**config.mk**
```make
export PLATFORM = sky130hd
export DESIGN_NAME = oled_cmd_receiver
export DESIGN_NICKNAME = d
export VERILOG_FILES = /design/src/rtl/oled_cmd_receiver.sv
export SDC_FILE = /design/constraint.sdc
export NUM_CORES = 1
export LEC_CHECK = 0
export CORE_MARGIN = 2
export CORE_UTILIZATION = 45
export CTS_BUF_LIST = sky130_fd_sc_hd__clkbuf_4 sky130_fd_sc_hd__clkbuf_8
export CTS_CLUSTER_DIAMETER = 120
export DETAILED_ROUTE_END_ITERATION = 16
export GPL_TIMING_DRIVEN = 0
export HOLD_SLACK_MARGIN = 0.05
export PLACE_DENSITY = 0.75
export REMOVE_ABC_BUFFERS = 1
export SLEW_MARGIN = 30
export SYNTH_ARGS = -nofsm -noshare
export SYNTH_HDL_FRONTEND = slang
export SYNTH_SLANG_ARGS = --single-unit
export TNS_END_PERCENT = 10
```
**constraint.sdc**
```tcl
create_clock -name clk -period 4.1 [get_ports clk]
set_input_delay 0.615 -clock clk [delete_from_list [all_inputs] [get_ports clk]]
set_output_delay 0.615 -clock clk [all_outputs]
set_load 0.1 [all_outputs]
```
**src/rtl/oled_cmd_receiver.sv**
```systemverilog
// oled_cmd_receiver: display-side model of the SSD1331 SPI link.
// Deserialises sclk/mosi/cs/dc (SPI mode 0, MSB first), frames command bytes
// into complete commands using the per-opcode length table, and tracks the
// display power and command-lock state.
// Ports:
//   clk, rst             system clock; asynchronous active-low reset
//   sclk, mosi, cs, dc   serial link (cs active-low, dc=0 marks a command byte)
//   res                  active-low display reset from the controller
//   frame_valid/ready    command-frame handshake; frame_bytes (byte 0 = opcode
//                        in the low bits, unused bytes 0), frame_len 1..11
//   pix_valid, pix_data  one-cycle strobe per data byte (dc=1)
//   disp_on, locked      display power and command-lock state
//   err_unknown          sticky: unknown opcode seen
//   err_overflow         sticky: frame completed while previous one still held
module oled_cmd_receiver #(
  parameter int unsigned MAX_LEN     = 11,
  parameter int unsigned SYNC_STAGES = 2
) (
  input  logic                   clk,
  input  logic                   rst,
  input  logic                   sclk,
  input  logic                   mosi,
  input  logic                   cs,
  input  logic                   dc,
  input  logic                   res,
  output logic                   frame_valid,
  input  logic                   frame_ready,
  output logic [MAX_LEN*8-1:0]   frame_bytes,
  output logic [3:0]             frame_len,
  output logic                   pix_valid,
  output logic [7:0]             pix_data,
  output logic                   disp_on,
  output logic                   locked,
  output logic                   err_unknown,
  output logic                   err_overflow
);

  localparam int unsigned BYTE_W = 8;
  localparam int unsigned LEN_W  = 4;
  localparam int unsigned NSIG   = 5;
  localparam int unsigned SYNC_W = SYNC_STAGES * NSIG;
  // Idle levels of {res, cs, dc, mosi, sclk}: no reset, deselected.
  localparam logic [NSIG-1:0] SYNC_IDLE = 5'b11000;

  typedef enum logic [1:0] {HUNT, ARGS, EMIT} state_t;

  logic [SYNC_W-1:0] sync_q;
  logic              res_s, cs_s, dc_s, mosi_s, sclk_s, sclk_q, sclk_rise;
  logic [2:0]        bit_cnt;
  logic [6:0]        sh;
  logic              byte_vld, byte_dc, cmd_vld;
  logic [BYTE_W-1:0] byte_q;
  state_t            state, state_d;
  logic              start, store, emit;
  logic [LEN_W:0]    lut;
  logic [LEN_W-1:0]  cnt, len_q;
  logic [MAX_LEN-1:0][BYTE_W-1:0] fbuf;

  // Opcode length table: {unknown, length}.
  function automatic logic [LEN_W:0] lookup(input logic [BYTE_W-1:0] op);
    case (op)
      8'hAE, 8'hAF, 8'hA4, 8'hA5, 8'hA6, 8'hA7, 8'h2E, 8'h2F:
        lookup = {1'b0, 4'd1};
      8'h81, 8'h82, 8'h83, 8'h87, 8'h8A, 8'h8B, 8'h8C, 8'hA0, 8'hA1, 8'hA2,
      8'hA8, 8'hAD, 8'hB0, 8'hB1, 8'hB3, 8'hBB, 8'hBE, 8'hFD, 8'h26:
        lookup = {1'b0, 4'd2};
      8'h15, 8'h75: lookup = {1'b0, 4'd3};
      8'h25:        lookup = {1'b0, 4'd5};
      8'h23:        lookup = {1'b0, 4'd7};
      8'h21:        lookup = {1'b0, 4'd8};
      8'h22:        lookup = {1'b0, 4'd11};
      default:      lookup = {1'b1, 4'd1};
    endcase
  endfunction

  // Link synchroniser: one shift chain carrying all five link signals.
  always_ff @(posedge clk or negedge rst) begin
    if (!rst) sync_q <= {SYNC_STAGES{SYNC_IDLE}};
    else      sync_q <= SYNC_W'({sync_q, res, cs, dc, mosi, sclk});
  end

  assign {res_s, cs_s, dc_s, mosi_s, sclk_s} = sync_q[SYNC_W-1 -: NSIG];
  assign sclk_rise = sclk_s & ~sclk_q;
  assign cmd_vld   = byte_vld & ~byte_dc;
  assign lut       = lookup(byte_q);

  // Bit deserialiser; byte_vld pulses once per completed byte.
  always_ff @(posedge clk or negedge rst) begin
    if (!rst) begin
      sclk_q   <= 1'b0;
      bit_cnt  <= '0;
      sh       <= '0;
      byte_vld <= 1'b0;
      byte_q   <= '0;
      byte_dc  <= 1'b0;
    end else begin
      sclk_q   <= sclk_s;
      byte_vld <= 1'b0;
      if (!res_s || cs_s) begin
        bit_cnt <= '0;
        sh      <= '0;
      end else if (sclk_rise) begin
        sh      <= {sh[5:0], mosi_s};
        bit_cnt <= bit_cnt + 3'd1;
        if (bit_cnt == 3'd7) begin
          byte_vld <= 1'b1;
          byte_q   <= {sh, mosi_s};
          byte_dc  <= dc_s;
        end
      end
    end
  end

  // Parser state register.
  always_ff @(posedge clk or negedge rst) begin
    if (!rst) state <= HUNT;
    else      state <= state_d;
  end

  // Parser next state and datapath strobes.
  always_comb begin
    state_d = state;
    start   = 1'b0;
    store   = 1'b0;
    emit    = 1'b0;
    case (state)
      HUNT: if (cmd_vld) begin
        start   = 1'b1;
        state_d = (lut[LEN_W-1:0] == 4'd1) ? EMIT : ARGS;
      end
      ARGS: if (cmd_vld) begin
        store = 1'b1;
        if (cnt + 4'd1 == len_q) state_d = EMIT;
      end
      EMIT: begin
        emit    = 1'b1;
        state_d = HUNT;
      end
      default: state_d = HUNT;
    endcase
    if (!res_s) begin
      state_d = HUNT;
      start   = 1'b0;
      store   = 1'b0;
      emit    = 1'b0;
    end
  end

  // Frame assembly, handshake, side effects and pixel strobe.
  always_ff @(posedge clk or negedge rst) begin
    if (!rst) begin
      fbuf         <= '0;
      cnt          <= '0;
      len_q        <= '0;
      frame_valid  <= 1'b0;
      frame_bytes  <= '0;
      frame_len    <= '0;
      pix_valid    <= 1'b0;
      pix_data     <= '0;
      disp_on      <= 1'b0;
      locked       <= 1'b0;
      err_unknown  <= 1'b0;
      err_overflow <= 1'b0;
    end else begin
      pix_valid <= byte_vld & byte_dc;
      if (byte_vld && byte_dc) pix_data <= byte_q;

      if (frame_valid && frame_ready) frame_valid <= 1'b0;

      if (start) begin
        fbuf    <= '0;
        fbuf[0] <= byte_q;
        cnt     <= 4'd1;
        len_q   <= lut[LEN_W-1:0];
        if (lut[LEN_W]) err_unknown <= 1'b1;
      end
      if (store) begin
        fbuf[cnt] <= byte_q;
        cnt       <= cnt + 4'd1;
      end

      // While locked only FD frames get through; others vanish silently.
      // A frame accepted this very cycle counts as already released.
      if (emit && (!locked || fbuf[0] == 8'hFD)) begin
        if (frame_valid && !frame_ready) begin
          err_overflow <= 1'b1;
        end else begin
          frame_valid <= 1'b1;
          frame_bytes <= fbuf;
          frame_len   <= len_q;
          if (fbuf[0] == 8'hAE) disp_on <= 1'b0;
          if (fbuf[0] == 8'hAF) disp_on <= 1'b1;
          if (fbuf[0] == 8'hFD && fbuf[1] == 8'h16) locked <= 1'b1;
          if (fbuf[0] == 8'hFD && fbuf[1] == 8'h12) locked <= 1'b0;
        end
      end

      if (!res_s) begin
        cnt     <= '0;
        disp_on <= 1'b0;
        locked  <= 1'b0;
      end
    end
  end

endmodule

```
-- Yosys cells after proc, flatten, opt, wreduce, memory -nomap -nowiden
Index checks and enable logic that the tools add are counted.
- equality and inequality tests: 51
- bitwise logic cells: 7
- magnitude comparators: 2
- divide/modulo/power cells: 0
- muxes and demuxes: 42
- $mul: 0
- shift operators: 0
- add/sub/neg operators: 2
- reduce and logical (&&, ||, !) cells: 24
- operators by type and width (operator ; number):
    $eq A8 B8 Y1 const B ; 27
    $mux W88 ; 2
    $bwmux W88 ; 1
    $eq A8 B6 Y1 const B ; 7
    $pmux W5 S7 ; 1
    $demux W8 S4 ; 1
    $eq A8 B5 Y1 const B ; 3
    $mux W1 ; 23
    $reduce_or A19 Y1 ; 1
    $mux W7 ; 2
    $mux W4 ; 3
    $reduce_and A3 Y1 ; 4
    $mux W2 ; 5
    $ne A3 B1 Y1 const B ; 3
    $ne A3 B3 Y1 const B ; 3
    $eq A8 B7 Y1 const B ; 1
    $mux W8 ; 1
    $reduce_or A8 Y1 ; 1
    $logic_and A1 B1 Y1 ; 7
    $mux W3 ; 2
    $reduce_and A2 Y1 ; 3
    $lt A4 B5 Y1 const B ; 1
    $add A4 B1 Y4 const B ; 1
    $eq A4 B1 Y1 const B ; 1
    16 further kinds ; 24
- word-level logic and storage cells: 158
- ROM bits: 0
- memories kept: 0
- register bits: 235
- RAM bits: 0
- bits in latches: 0
- bits of input ports: 8
- output and inout bits: 106

-- Logic depth before layout (Yosys ltp)
Gate-level depths: netlist of the first run.
- depth in word-level cells: 8
- gate-level depth with buffers: 9
- depth with buffers taken out: 6

-- Least setup slack after synthesis of the first run
Ideal clock, no wire load.
- kind: register -> register
- from: reg locked
- to: reg frame_bytes[0]
- period minus slack after synthesis: 2.096 ns
- stages on the path, launching flop included: 6
- library setup time: 0.126 ns
- slack: 2.004 ns
- arrival time: 1.970 ns
- path buffers: 2
- data required time: 3.974 ns
- cell sequence: dfrtp_1 o21ai_1 nand3_1 buf_2 buf_6 mux2_2
- longest elaborated chain between the ends: 4
- RTL lines (item ; line ; text):
    from (decl) ; 33 ; output logic locked,
    from (signal assigned) ; 161 ; locked <= 1'b0;
    from (signal assigned) ; 193 ; if (fbuf[0] == 8'hFD && fbuf[1] == 8'h16) locked <= 1'b1;
    from (signal assigned) ; 194 ; if (fbuf[0] == 8'hFD && fbuf[1] == 8'h12) locked <= 1'b0;
    $logic_not A1 Y1 ; 184 ; if (emit && (!locked || fbuf[0] == 8'hFD)) begin
    $logic_or A1 B1 Y1 ; 184 ;
    $logic_and A1 B1 Y1 ; 184 ;
    $reduce_and A2 Y1 (no source line) ; -- ;
    to (signal assigned) ; 189 ; frame_bytes <= fbuf;
    to (decl) ; 28 ; output logic [MAX_LEN*8-1:0] frame_bytes,
No other way between the ends.
A chain may end at the register's enable or synchronous reset.

-- Final worst setup path of the first run
- from: reg frame_bytes[64]
- to: out frame_bytes[64]
No word-level cell between the ends.

==> results_dict.tcl, run 1 <==
set metrics [dict create \
    numCtsBuffers 39 \
    first_pass_iters 4 \
    dpl.hpwl_mm 12.4 \
    grt_overflow_total 0 \
    synth_area_leaders "dfrtp_1 (60%), mux2_2 (13%), nand2_1 (7.0%)" \
    drive_above_1_share 0.217 \
    vias 6257 \
    critical_path.cell_chain "clkdlybuf4s50_1" \
    r2r_start "sync_q[9]$_DFF_PN1_" \
    tightest_slew_ps 1030 \
    wl_per_cell_um 16.7 \
    path_class "register to output pin" \
    postSynthAreaPerCell_um2 12.0 \
    ys_seq_elements 235 \
    vdd_drop_max_mv 0.272 \
    first_global_vias 6224 \
    synthArstFlopShare 1.00 \
    cpMaxStageDelayCell "clkdlybuf4s50_1" \
    synth-seq-area-share 0.607 \
    viasPerCell 5.17 \
    drt_iter0_drc 416 \
    grt_util_all_layers 0.185 \
    cp.required_ps 3480 \
    cts_tree "built" \
    die_x_um 151 \
    yosysWarnings 0 \
    fin_crit_ps 2670 \
    worstPathArrival_ps 2050 \
    r2r_end "disp_on$_DFFE_PN0P_" \
    netlist.area_leader.share 0.596 \
    hold_depth 0 \
    maxCapViolCount 0 \
    slew_headroom 0.309 \
    syn_inst 808 \
    clk_latency_ps 520 \
    min_from "sync_q[2]$_DFF_PN0_" \
    crit_buf_inv 1 \
    ys.flop_type "dfrtp_1" \
    min_path_type "register to register" \
    grt_start_max_net_pins 91 \
    drc_errors 0 \
    root_buffer "clkbuf_8" \
    fin_crit_sh 0.651 \
    io-pin-count 114 \
    hold_violations 0 \
    post_cts_resized 0 \
    post-cts-setup-buffers 0 \
    syn2layout_area_growth_pct 21.4 \
    fin_nets 924 \
    h-tree-depth 2 \
    crit_path_max_fanout 2 \
    clockBufferDepth 3 \
    cp-start-kind "register" \
    critPathMaxStageDelay_ps 1140 \
    antenna_found_initial 0 \
    worst_slack_ps 1430 \
    n_fill_cell 1756 \
    clkTransAtPathRegs_ps 60 \
    hold_buffers 1 \
    maxSlewViolCount 0 \
    reg2regPathDepth 6 \
    yosysTopAreaCell "dfrtp_1" \
    critPathTopFamily "buffers and inverters" \
    dieArea_um2 22700 \
    syn_area_um2 9700 \
    n_antenna_cell 0 \
    fin_util 0.558 \
    critPathCaptureType "output pin" \
    leakagePower_nw 5.43 \
    synth-edff-count 0 \
    final_common_cell "dfrtp_1" \
    rows 53 \
    grt_first_pass_wirelength_mm 33.1 \
    die_h_um 151 \
    layout_common_cells "dfrtp_1 (224), nand2_1 (180), clkdlybuf4s50_1 (112)" \
    hold_end "sync_q[7]$_DFF_PN0_" \
    fmax_ghz 0.375 \
    io_buffers 113 \
    wl_mm 20.2 \
    status "completed" \
    cts_sinks 235 \
    core-area_um2 21100 \
    skew_ps 23.0 \
    place_ws_ps 1440 \
    hold_slack_ps 349 \
    timing.reg2reg.setup_slack_ps 1730 \
    start_util 0.460 \
    setup_viol 0 \
    power_density_nw_per_um2 382 \
    rsz0062_at_grt "no" \
    place.gp.congestion 0.739 \
    power_mw 4.50 \
    ys_types 57 \
    ant_nets 0 \
]
## per-stage QoR
stage	setup TNS, ps	std cells	instance area [um^2]
6_report	0	1210	11800
5_1_grt	0	1210	11800
4_1_cts	0	1210	11800
3_5_place_dp	0	1143	10900
3_3_place_gp	-1898540	1137	10800
2_1_floorplan	-12200	749	9300
## per-layer routing
| layer | GRT usage | part of all wire | vias to the layer above |
|---|---|---|---|
| li1 | - | - | 2961 |
| met1 | 0.259 | 0.46 | 3108 |
| met2 | 0.295 | 0.47 | 160 |
| met3 | 0.0331 | 0.043 | 28 |
| met4 | 0.0598 | 0.019 | 0 |
| met5 | 0 | 0 | - |
## layout make-up
class / count / area [um^2] / area share
clock buffers: 65 / 813 / 0.0691
clock inverters: 1 / 5.00 / 0.000425
inverters: 9 / 33.8 / 0.00287
multi-input cells: 505 / 3390 / 0.288
flip-flops and latches: 235 / 5890 / 0.501
well taps: 275 / 344 / 0.0292
repair buffers: 120 / 1290 / 0.109
## kinds of logic (layout without fill, tap and decap cells)
logic type	count (synthesis)	count (layout)	synth area share
xor+xnor	11	11	0.00993
flops	235	235	0.607
compound gates	125	125	0.0751
buf+inv	68	195	0.0450
fa+ha+maj	6	6	0.00774
mux	112	112	0.130
simple gates	251	251	0.126
## state kept, by name, summed over array words and instances (netlist names), 2 cells and up
| name | flops |
|---|---|
| pix_data | 8 |
| frame_bytes | 88 |
| fbuf | 88 |
| cnt | 4 |
| bit_cnt | 3 |
| byte_q | 8 |
| frame_len | 4 |
| len_q | 4 |
| sh | 7 |
| sync_q | 10 |
| state | 2 |
## worst register-to-register path: stages (launching register included)
cell     delay (ps)
dfstp_2         630
nand2_1          70
nor2_1          250
nand3_4         430
buf_12          350
nor4_1          340
mux2i_1         220
## worst max-delay path by stage
stage	startpoint	end	slack (ps)	cells past startpoint
finish	frame_bytes[64]$_DFFE_PN0P_	frame_bytes[64]	1430	1
global route	locked$_DFFE_PN0P_	locked	1340	1
CTS	locked$_DFFE_PN0P_	locked	1390	1
detailed placement	frame_ready	disp_on$_DFFE_PN0P_	1440	6
global placement	rst	frame_bytes[19]$_DFFE_PN0P_	-7390	1
floorplan	locked$_DFFE_PN0P_	disp_on$_DFFE_PN0P_	-310	4
## power breakdown
part,total [mW],switching (mW),internal [mW]
registers,2.33,0.00338,2.33
clock network,2.10,0.861,1.24
logic,0.0685,0.0504,0.0180
total,4.50,0.915,3.59
## cells in the mapped netlist (2+ instances only)
cell / count
o21ai_0: 80
buf_4: 4
dfstp_2: 4
clkbuf_1: 7
nand3_1: 10
o21bai_1: 2
nor2b_1: 4
and3_1: 2
and3b_1: 2
o2111ai_1: 2
nand2_1: 180
mux2i_1: 3
buf_2: 30
nor3_1: 3
ha_1: 6
inv_1: 9
xnor2_1: 4
a22o_1: 10
buf_6: 17
o21ai_1: 17
dfrtp_1: 231
and4b_1: 7
nor2_1: 10
nor4b_4: 3
xor2_1: 7
nand2b_1: 7
nor4b_1: 2
mux2_2: 109
nand4_1: 3
a32o_1: 3
nor3b_1: 4
Power figures use the tool's default switching activity.
==> run 2, diff against run 1 <==
Clock period 4.1 ns to 2.6 ns, I/O delays scaled along.
==> results of run 2 <==
The final DEF is identical to that of run 1. Status: completed.
Among the figures that moved: setup slack after placement 1440 ps -> 168 ps; setup slack after layout 1430 ps -> 157 ps; hold slack 349 ps -> 285 ps; register-to-register setup slack 1730 ps -> 230 ps; end point of the worst hold path sync_q[7]$_DFF_PN0_ -> sync_q[4]$_DFF_PN1_; total power 4.50 mW -> 7.10 mW; worst IR drop on VDD 0.272 mV -> 0.429 mV
==> run 3, diff against run 2 <==
--- a/config.mk
+++ b/config.mk
@@ -7,2 +7,3 @@
 export LEC_CHECK = 0
+export ABC_AREA = 1
 export CORE_MARGIN = 2
@@ -14,3 +15,3 @@
 export HOLD_SLACK_MARGIN = 0.05
-export PLACE_DENSITY = 0.75
+export PLACE_DENSITY = 0.76
 export REMOVE_ABC_BUFFERS = 1
==> constraint.sdc (replaced) <==
create_clock -name clk -period 2.6 [get_ports clk]
set_input_delay 0.78 -clock clk [delete_from_list [all_inputs] [get_ports clk]]
set_output_delay 0.78 -clock clk [all_outputs]
set_load 0.1 [all_outputs]
==> results_dict.tcl, run 3 <==
set metrics [dict create \
    clockBufferDepth 3 \
    ys_seq_elements 235 \
    synth-edff-count 0 \
    fin_nets 1112 \
    hold_slack_ps 261 \
    dieArea_um2 22100 \
    viasPerCell 5.02 \
    skew_ps 26.0 \
    fmax_ghz 0.391 \
    drive_above_1_share 0.0918 \
    power_frac_clock 0.463 \
    synth-seq-area-share 0.624 \
    io_buffers 113 \
    critPathTopFamily "buffers and inverters" \
    yosysTopAreaCell "dfrtp_1" \
    fin_crit_ps 2560 \
    die_x_um 149 \
    numCtsBuffers 39 \
    p_sw_frac 0.212 \
    grt_util_all_layers 0.199 \
    yosysWarnings 0 \
    p_comb_frac 0.015 \
    synthTopCellsByCount "nand2_1 (333), dfrtp_1 (231), nand3_1 (101), o21ai_1 (82), o21ai_0 (51)" \
    ys_types 34 \
    cts_tree "built" \
    io-pin-count 114 \
    ant_nets 0 \
    clk_latency_ps 530 \
    cp-start-kind "register" \
    postSynthAreaPerCell_um2 9.51 \
    hold_buffers 0 \
    synth_area_leaders "dfrtp_1 (61%), nand2_1 (13%), nand3_1 (5.4%)" \
    stdcell_area_um2 11400 \
    synthArstFlopShare 1.00 \
    syn_area_um2 9430 \
    crit_path_max_fanout 2 \
    wl_mm 21.1 \
    hold_violations 0 \
    root_buffer "clkbuf_8" \
    power_density_nw_per_um2 618 \
    worstPathArrival_ps 1780 \
    grt_first_pass_wirelength_mm 35.2 \
    first_pass_iters 5 \
    place_area_um2 10700 \
    synth_most_common_cell "nand2_1" \
    maxSlewViolCount 0 \
    p_int_mw 5.56 \
    antenna_found_initial 0 \
    r2r_end "disp_on$_DFFE_PN0P_" \
    grt_start_max_net_pins 89 \
    dpl.hpwl_mm 12.7 \
    path_class "register to output pin" \
    syn2layout_area_growth_pct 21.0 \
    min_path_type "primary input to async pin" \
    core-area_um2 20400 \
    r2r_start "fbuf[1]$_DFF_PN0_" \
    vias 6994 \
    maxCapViolCount 0 \
    endpoint "frame_bytes[26]" \
    vdd_drop_max_mv 0.312 \
    reg2regPathDepth 9 \
    cts_sinks 235 \
    wl_per_cell_um 15.1 \
    clkTransAtPathRegs_ps 60 \
    grt_overflow_total 0 \
    rows 52 \
    drc_errors 0 \
    n_antenna_cell 0 \
    cp-startpoint "frame_bytes[26]$_DFFE_PN0P_" \
    netlist.area_leader.share 0.613 \
    critPathMaxStageDelay_ps 870 \
    crit_buf_inv 1 \
    layout_common_cells "nand2_1 (332), dfrtp_1 (231), nand3_1 (101)" \
    critPathCaptureType "output pin" \
    critical_path.cell_chain "dlygate4sd2_1" \
    top_regs "fbuf x88, frame_bytes x88, sync_q x10" \
    timing.reg2reg.setup_slack_ps 170 \
    h-tree-depth 2 \
    switchingPower_mw 1.49 \
    setup_viol 0 \
    final_common_cell "nand2_1" \
    place.gp.congestion 0.819 \
    tightest_slew_ps 1010 \
    ys.flop_type "dfrtp_1" \
    slew_headroom 0.329 \
    fin_crit_sh 0.985 \
    first_global_vias 6966 \
    rsz0062_at_grt "yes" \
    start_util 0.462 \
    cpMaxStageDelayCell "dlygate4sd2_1" \
    p_seq_frac 0.521 \
    leakagePower_nw 5.87 \
    status "completed" \
    crit_cells 1 \
    drt_iter0_drc 624 \
    syn_inst 992 \
    cp.required_ps 1820 \
    die_h_um 149 \
]
==> run 3: changes by cell type after synthesis, sizes merged, moves of 7 or more <==
cell / before / now
nand2: 180 / 334
inv: 9 / 50
o22ai: 0 / 7
nand3: 11 / 112
mux2: 109 / 0
a22o: 10 / 0
buf: 51 / 33
nand2b: 7 / 0
clkbuf: 8 / 20
and4b: 7 / 0
nor2: 10 / 36
o21ai: 97 / 135
==> run 3: power by group through the flow <==
stage / Clock (mW) / Combinational, mW / Sequential (mW)
after global routing: 3.54 / 0.127 / 3.67
after detailed placement: 0 / 0.115 / 3.74
final: 3.27 / 0.109 / 3.68
after global placement: 0 / 0.102 / 3.75
after CTS: 3.35 / 0.115 / 3.68
after floorplan: 0 / 0.0106 / 3.75
==> run 3: logic make-up (layout without fill, tap and decap cells) <==
| group | Yosys count | in the layout | share of synthesized area |
|---|---|---|---|
| AO/OA/AOI/OAI | 148 | 148 | 0.0812 |
| XOR/XNOR | 5 | 5 | 0.00465 |
| adder cells (fa/ha/maj) | 6 | 6 | 0.00796 |
| buffers and inverters | 104 | 233 | 0.0531 |
| flip-flops | 235 | 235 | 0.624 |
| AND/OR/NAND/NOR | 494 | 495 | 0.229 |
==> run 3: layout make-up <==
type,instances,area (um^2)
well taps,270,338
multi-input cells,654,3070
flip-flops and latches,235,5890
fillers,1861,9020
inverters,51,205
clock buffers,56,714
clock inverters,9,76.3
repair buffers,117,1110
==> run 3: layer usage <==
layer | vias to the layer above | track usage | share of wire
met4 | 0 | 0.0790 | 0.030
li1 | 3457 | - | -
met5 | - | 0 | 0
met1 | 3317 | 0.266 | 0.44
met2 | 182 | 0.313 | 0.46
met3 | 38 | 0.0508 | 0.064
==> run 3: through the flow <==
stage / util / TNS [ps] / total power, mW / std cells / worst slack, ps
floorplan: - / -73590 / 3.76 / 939 / -1110
global placement: 0.518 / -2423190 / 3.85 / 1322 / -8990
detailed placement: 0.524 / -52630 / 3.86 / 1326 / -860
CTS: 0.557 / -7.99 / 7.14 / 1392 / -7.99
global route: 0.558 / -3.37 / 7.34 / 1392 / -3.37
finish: 0.558 / 0 / 7.05 / 1392 / 39.3
==> run 3: what timing repair did <==
| item | CTS | global route |
|---|---|---|
| pin swaps | 1 | 0 |
| gates resized for setup | 111 | 21 |
| gates cloned | 1 | 0 |
| buffers inserted | 0 | 0 |
| endpoints found under the setup margin | 186 | 20 |
==> run 3: worst min-delay path by stage <==
stage,end,depth (start not counted)
floorplan,sync_q[5]$_DFF_PN0_,0
global placement,sync_q[6]$_DFF_PN0_,0
detailed placement,sync_q[5]$_DFF_PN0_,0
CTS,err_unknown$_DFFE_PN0P_,1
global route,frame_bytes[66]$_DFFE_PN0P_,1
finish,frame_bytes[66]$_DFFE_PN0P_,1
